[config.mk]
export PLATFORM = sky130hd
export DESIGN_NAME = serial_addsub
export DESIGN_NICKNAME = d
export VERILOG_FILES = /design/src/rtl/serial_addsub_pkg.sv /design/src/rtl/serial_fa_cell.sv /design/src/rtl/serial_addsub.sv
export SDC_FILE = /design/constraint.sdc
export NUM_CORES = 1
export LEC_CHECK = 0
export BUFFER_PORTS_ARGS = -buffer_cell sky130_fd_sc_hd__buf_4
export CAP_MARGIN = 20
export CORE_UTILIZATION = 50
export DETAILED_ROUTE_END_ITERATION = 7
export HOLD_SLACK_MARGIN = 0.1
export PLACE_DENSITY = 0.75
export SLEW_MARGIN = 20
export SYNTH_ARGS = -nofsm -noshare
export SYNTH_HDL_FRONTEND = slang
export SYNTH_SLANG_ARGS = --single-unit
[constraint.sdc]
create_clock -name clk -period 2.1 [get_ports clk]
set_input_delay 0.21 -clock clk [delete_from_list [all_inputs] [get_ports clk]]
set_output_delay 0.21 -clock clk [all_outputs]
set_load 0.02 [all_outputs]
[src/rtl/serial_addsub_pkg.sv]
// Shared types and constants for the bit-serial adder/subtractor.
package serial_addsub_pkg;

   typedef enum logic [1:0] {
      IDLE = 2'd0,
      RUN  = 2'd1,
      DONE = 2'd2
   } state_t;

   localparam logic MODE_ADD = 1'b0;
   localparam logic MODE_SUB = 1'b1;

endpackage

[src/rtl/serial_fa_cell.sv]
// One-bit full adder with its carry flop; the carry can be preset at the start
// of an operation and then advances once per enabled cycle.
module serial_fa_cell (
   input  logic clk,
   input  logic rst,
   input  logic load,
   input  logic load_val,
   input  logic en,
   input  logic a,
   input  logic b,
   output logic sum,
   output logic carry,
   output logic carry_next
);

   assign sum        = a ^ b ^ carry;
   assign carry_next = (a & b) | (a & carry) | (b & carry);

   always_ff @(posedge clk) begin
      if (rst)
         carry <= 1'b0;
      else if (load)
         carry <= load_val;
      else if (en)
         carry <= carry_next;
   end

endmodule

[src/rtl/serial_addsub.sv]
// Bit-serial two's-complement adder/subtractor: one result bit per cycle, LSB
// first, with carry/borrow and signed-overflow flags captured on the last bit.
module serial_addsub
   import serial_addsub_pkg::*;
#(
   parameter int WIDTH = 8
) (
   input  logic             clk,
   input  logic             rst,
   input  logic             start,
   input  logic             sub,
   input  logic [WIDTH-1:0] a,
   input  logic [WIDTH-1:0] b,
   output logic             ready,
   output logic             busy,
   output logic             done,
   output logic [WIDTH-1:0] result,
   output logic             carry_o,
   output logic             ovf_o
);

   localparam int CW = (WIDTH > 1) ? $clog2(WIDTH) : 1;

   state_t           state;
   state_t           state_next;
   logic [WIDTH-1:0] a_sh;
   logic [WIDTH-1:0] b_sh;
   logic [WIDTH-1:0] res_sh;
   logic [CW-1:0]    cnt;
   logic             mode;
   logic             accept;
   logic             last;
   logic             sum_bit;
   logic             c_cur;
   logic             c_next;

   assign accept = (state == IDLE) && start;
   assign last   = (state == RUN) && (cnt == CW'(WIDTH - 1));

   assign ready  = (state == IDLE);
   assign busy   = (state == RUN);
   assign done   = (state == DONE);
   assign result = res_sh;

   always_ff @(posedge clk) begin
      if (rst)
         state <= IDLE;
      else
         state <= state_next;
   end

   always_comb begin
      state_next = state;
      case (state)
         IDLE:    if (start) state_next = RUN;
         RUN:     if (last)  state_next = DONE;
         DONE:    state_next = IDLE;
         default: state_next = IDLE;
      endcase
   end

   // Subtraction is A + ~B + 1: B is inverted at load and the carry preset to 1.
   serial_fa_cell u_fa (
      .clk        (clk),
      .rst        (rst),
      .load       (accept),
      .load_val   (sub),
      .en         (state == RUN),
      .a          (a_sh[0]),
      .b          (b_sh[0]),
      .sum        (sum_bit),
      .carry      (c_cur),
      .carry_next (c_next)
   );

   always_ff @(posedge clk) begin
      if (rst) begin
         a_sh    <= '0;
         b_sh    <= '0;
         res_sh  <= '0;
         cnt     <= '0;
         mode    <= MODE_ADD;
         carry_o <= 1'b0;
         ovf_o   <= 1'b0;
      end else if (accept) begin
         a_sh <= a;
         b_sh <= (sub == MODE_SUB) ? ~b : b;
         cnt  <= '0;
         mode <= sub;
      end else if (state == RUN) begin
         res_sh <= {sum_bit, res_sh[WIDTH-1:1]};
         a_sh   <= a_sh >> 1;
         b_sh   <= b_sh >> 1;
         cnt    <= cnt + CW'(1);
         // On the MSB, c_cur is the carry into it and c_next the carry out.
         if (last) begin
            carry_o <= c_next ^ (mode == MODE_SUB);
            ovf_o   <= c_cur ^ c_next;
         end
      end
   end

endmodule

==> results.toml <==
[setup_path]
worstSetupPathType = "reg -> out"
slowest_stage = "sky130_fd_sc_hd__dfxtp_2"
cp-start-kind = "flip-flop"
cp_data_arrival_time_ns = 1.57
worst_ep_required_time_ns = 1.89
cpPeakStageDelay_ns = 0.52
crit_path_end_kind = "output pin"
cp_num_buf_inv = 2
crit_path_cell_trace = "nand2b_4 -> inv_2 -> buf_4"
critical_path.top_delay_family = "buffers and inverters"
worstPathMaxFanout = 25

[min_path]
hold_class = "in -> reg"

[logic_synthesis]
synth.cell_area_um2 = 1460
synth.top_cells.by_area = "sky130_fd_sc_hd__dfxtp_1 (45%), sky130_fd_sc_hd__xnor2_1 (6.0%), sky130_fd_sc_hd__nand2_1 (5.2%)"
syn_area_per_cell_um2 = 9.11
yosysWarnings = 0
synth_cells = 160
synth_nets = 183
synth_top_cell_area_share_pct = 45.3
synth_largest_area_cell = "sky130_fd_sc_hd__dfxtp_1"
synth.distinct_cells = 30
postSynthRegisterBits = 33
yosysSeqAreaShare_pct = 45.3

[cts]
cts_buffer_depth = 2
cts_setup_buffers = 0
cts_resized = 0
worst_setup_hold_path_clk_slew_ns = 0.10
number_of_buffers_inserted_during_clock_tree_synthesis = 5
cts_hold_buf = 0
cts-root-buf = "sky130_fd_sc_hd__clkbuf_4"
cts_max_level = 2
cts.sinks = 33
clock_latency_of_the_later_clocked_register_in_the_worst_skew_pair_ns = 0.33
cts_tree = "done"

[layout]
fillerInstances = 237
flow.area_growth_from_synthesis_pct = 18.2
register_area_um2 = 662
design.final.nets = 211
multi_input_area_um2 = 708
post-route-util_pct = 62.5
antenna-diode-count = 0
layout-drive-gt1-share_pct = 24.3
mostFrequentLayoutCells = "sky130_fd_sc_hd__dfxtp_1 (32), sky130_fd_sc_hd__buf_4 (32), sky130_fd_sc_hd__nand2_1 (20), sky130_fd_sc_hd__nor2_1 (16), sky130_fd_sc_hd__a21oi_1 (13)"

[sta]
setup_ws_final_ns = 0.315
report.final.setup_viol = 0
slew_headroom_pct = 67.8
tightest_slew_ns = 0.482
max_freq_mhz = 560
timing.final.hold_violations = 0
rsz0062_at_grt = "false"
post-route-period-util_pct = 85.0
fin_crit_ns = 1.78
final.setup_skew_ns = 0.0115
timing_max_transition_violations_final = 0
tns_ns = 0

[floorplanning]
io_pins = 33
die_w_um = 56.0
initial_utilization_pct = 52.9
core_um2 = 2760
die_h_um = 56.0
die-area_um2 = 3140
placement_rows = 19

[route]
post_drt_wl_per_cell_um = 12.8
via_count = 1228
routed_via_density = 5.58
detail_route.wirelength_um = 2810
drcViolationCount = 0
drt_iter0_drc = 35
ant_nets = 0
detailedRoute.firstPassIterationCount = 4

[global_route]
busiest_layer = "met2"
antenna_found_initial = 0
grt_start_max_net_pins = 36
globalRouteMet3Util_pct = 5.12
grt_first_pass_wirelength_um = 4700
grt_util_all_layers_pct = 19.0
grt_pass1_vias = 1130
gr_util_met1_pct = 22.0
grt-ovfl-total = 0
global_route.usage.met2_pct = 32.5

[status]
result_of_the_run = "finished clean"

[placed_design]
pre_cts_ws_ns = 0.433
gp_routability_congestion = 0.701
place_hpwl_um = 1930
buffer_ports.inserted = 32

[pwr]
power_leakage_uw = 0.000671
p_sw_share_pct = 27.4
power_switching_uw = 333
p_seq_share_pct = 56.8
p_int_uw = 881
clock_power_share_pct = 27.5
vdd.ir_drop.worst_uv = 470
power_frac_comb_pct = 15.7
power.density_cell_area_nw_per_um2 = 705

[run]
drv_cap = 0
per-stage QoR:
stage | cells | total power [µW] | instance area, µm² | hold WS (ns)
after CTS | 220 | 1220 | 1720 | 0.148
after global placement | 212 | 886 | 1670 | 0.445
after detailed placement | 212 | 894 | 1670 | 0.461
after global routing | 220 | 1280 | 1720 | 0.158
final | 220 | 1210 | 1720 | 0.160
after floorplan | 160 | 841 | 1460 | 0.373
path summary, 6_finish.rpt:
check / start / to / slack [ns] / cells past startpoint
max: state[0] / busy / 0.32 / 3
min: b[4] / b_sh[4] / 0.16 / 3
max reg2reg: state[0] / ovf_o / 0.58 / 4
min reg2reg: result[0] / result[0] / 0.47 / 2
sequential cells by signal (all words and copies together), names as in the netlist, 2 cells and up:
name and count:
result 8, a_sh 8, state 2, b_sh 8, cnt 3
worst min-delay path, stage by stage:
cell and delay (ns):
sky130_fd_sc_hd__buf_4 0.08, sky130_fd_sc_hd__xnor2_1 0.05, sky130_fd_sc_hd__o22ai_1 0.09
cells in the mapped netlist:
cell / n
sky130_fd_sc_hd__mux2i_1: 3
sky130_fd_sc_hd__a211oi_1: 7
sky130_fd_sc_hd__xnor2_1: 10
sky130_fd_sc_hd__o2bb2ai_1: 4
sky130_fd_sc_hd__nor2_1: 16
sky130_fd_sc_hd__buf_6: 2
sky130_fd_sc_hd__a311oi_1: 2
sky130_fd_sc_hd__inv_1: 4
sky130_fd_sc_hd__inv_2: 2
sky130_fd_sc_hd__nand2b_4: 1
sky130_fd_sc_hd__xor2_1: 1
sky130_fd_sc_hd__ha_1: 2
sky130_fd_sc_hd__o22ai_1: 11
sky130_fd_sc_hd__fa_1: 1
sky130_fd_sc_hd__nand2b_2: 1
sky130_fd_sc_hd__nand2_1: 20
sky130_fd_sc_hd__clkbuf_1: 5
sky130_fd_sc_hd__a221oi_1: 1
sky130_fd_sc_hd__a21oi_1: 13
sky130_fd_sc_hd__dfxtp_1: 33
sky130_fd_sc_hd__nor3b_4: 1
sky130_fd_sc_hd__nand3b_1: 1
sky130_fd_sc_hd__nand2b_1: 1
sky130_fd_sc_hd__a22o_1: 1
sky130_fd_sc_hd__buf_2: 2
sky130_fd_sc_hd__nor3_1: 4
sky130_fd_sc_hd__buf_4: 2
sky130_fd_sc_hd__a22oi_1: 7
sky130_fd_sc_hd__o21ba_2: 1
sky130_fd_sc_hd__o21bai_1: 1
final cells by class:
cell class | count | share of cell area, %
Clock buffer | 6 | 2.40
Clock inverter | 2 | 0.581
Inverter | 6 | 1.31
Multi-Input combinational cell | 110 | 41.1
Sequential cell | 33 | 38.4
Tap cell | 31 | 2.25
Timing Repair Buffer | 32 | 13.9
power groups by stage:
stage	combinational, µW	clock [µW]	sequential, µW
finish	190	335	690
global route	211	376	695
CTS	191	344	689
detailed placement	191	0	704
global placement	184	0	702
floorplan	143	0	698
metal layers:
metal	share of wire, %	wire [µm]	vias up
met5	0	0	-
met4	1.5	42	0
met3	4.5	126	5
met2	50	1410	36
met1	44	1230	571
li1	-	-	616
cells by family after synthesis:
| logic type | Yosys count | share of synthesized area, % |
|---|---|---|
| AOI/OAI and AO/OA | 48 | 22.4 |
| and+or+nand+nor | 45 | 14.4 |
| DFF | 33 | 45.3 |
| buffers and inverters | 17 | 6.09 |
| xor gates and xnor gates | 11 | 6.61 |
| muxes | 3 | 2.06 |
| adders and majority gates | 3 | 3.09 |
No activity file was read; power rests on OpenSTA's default activity.
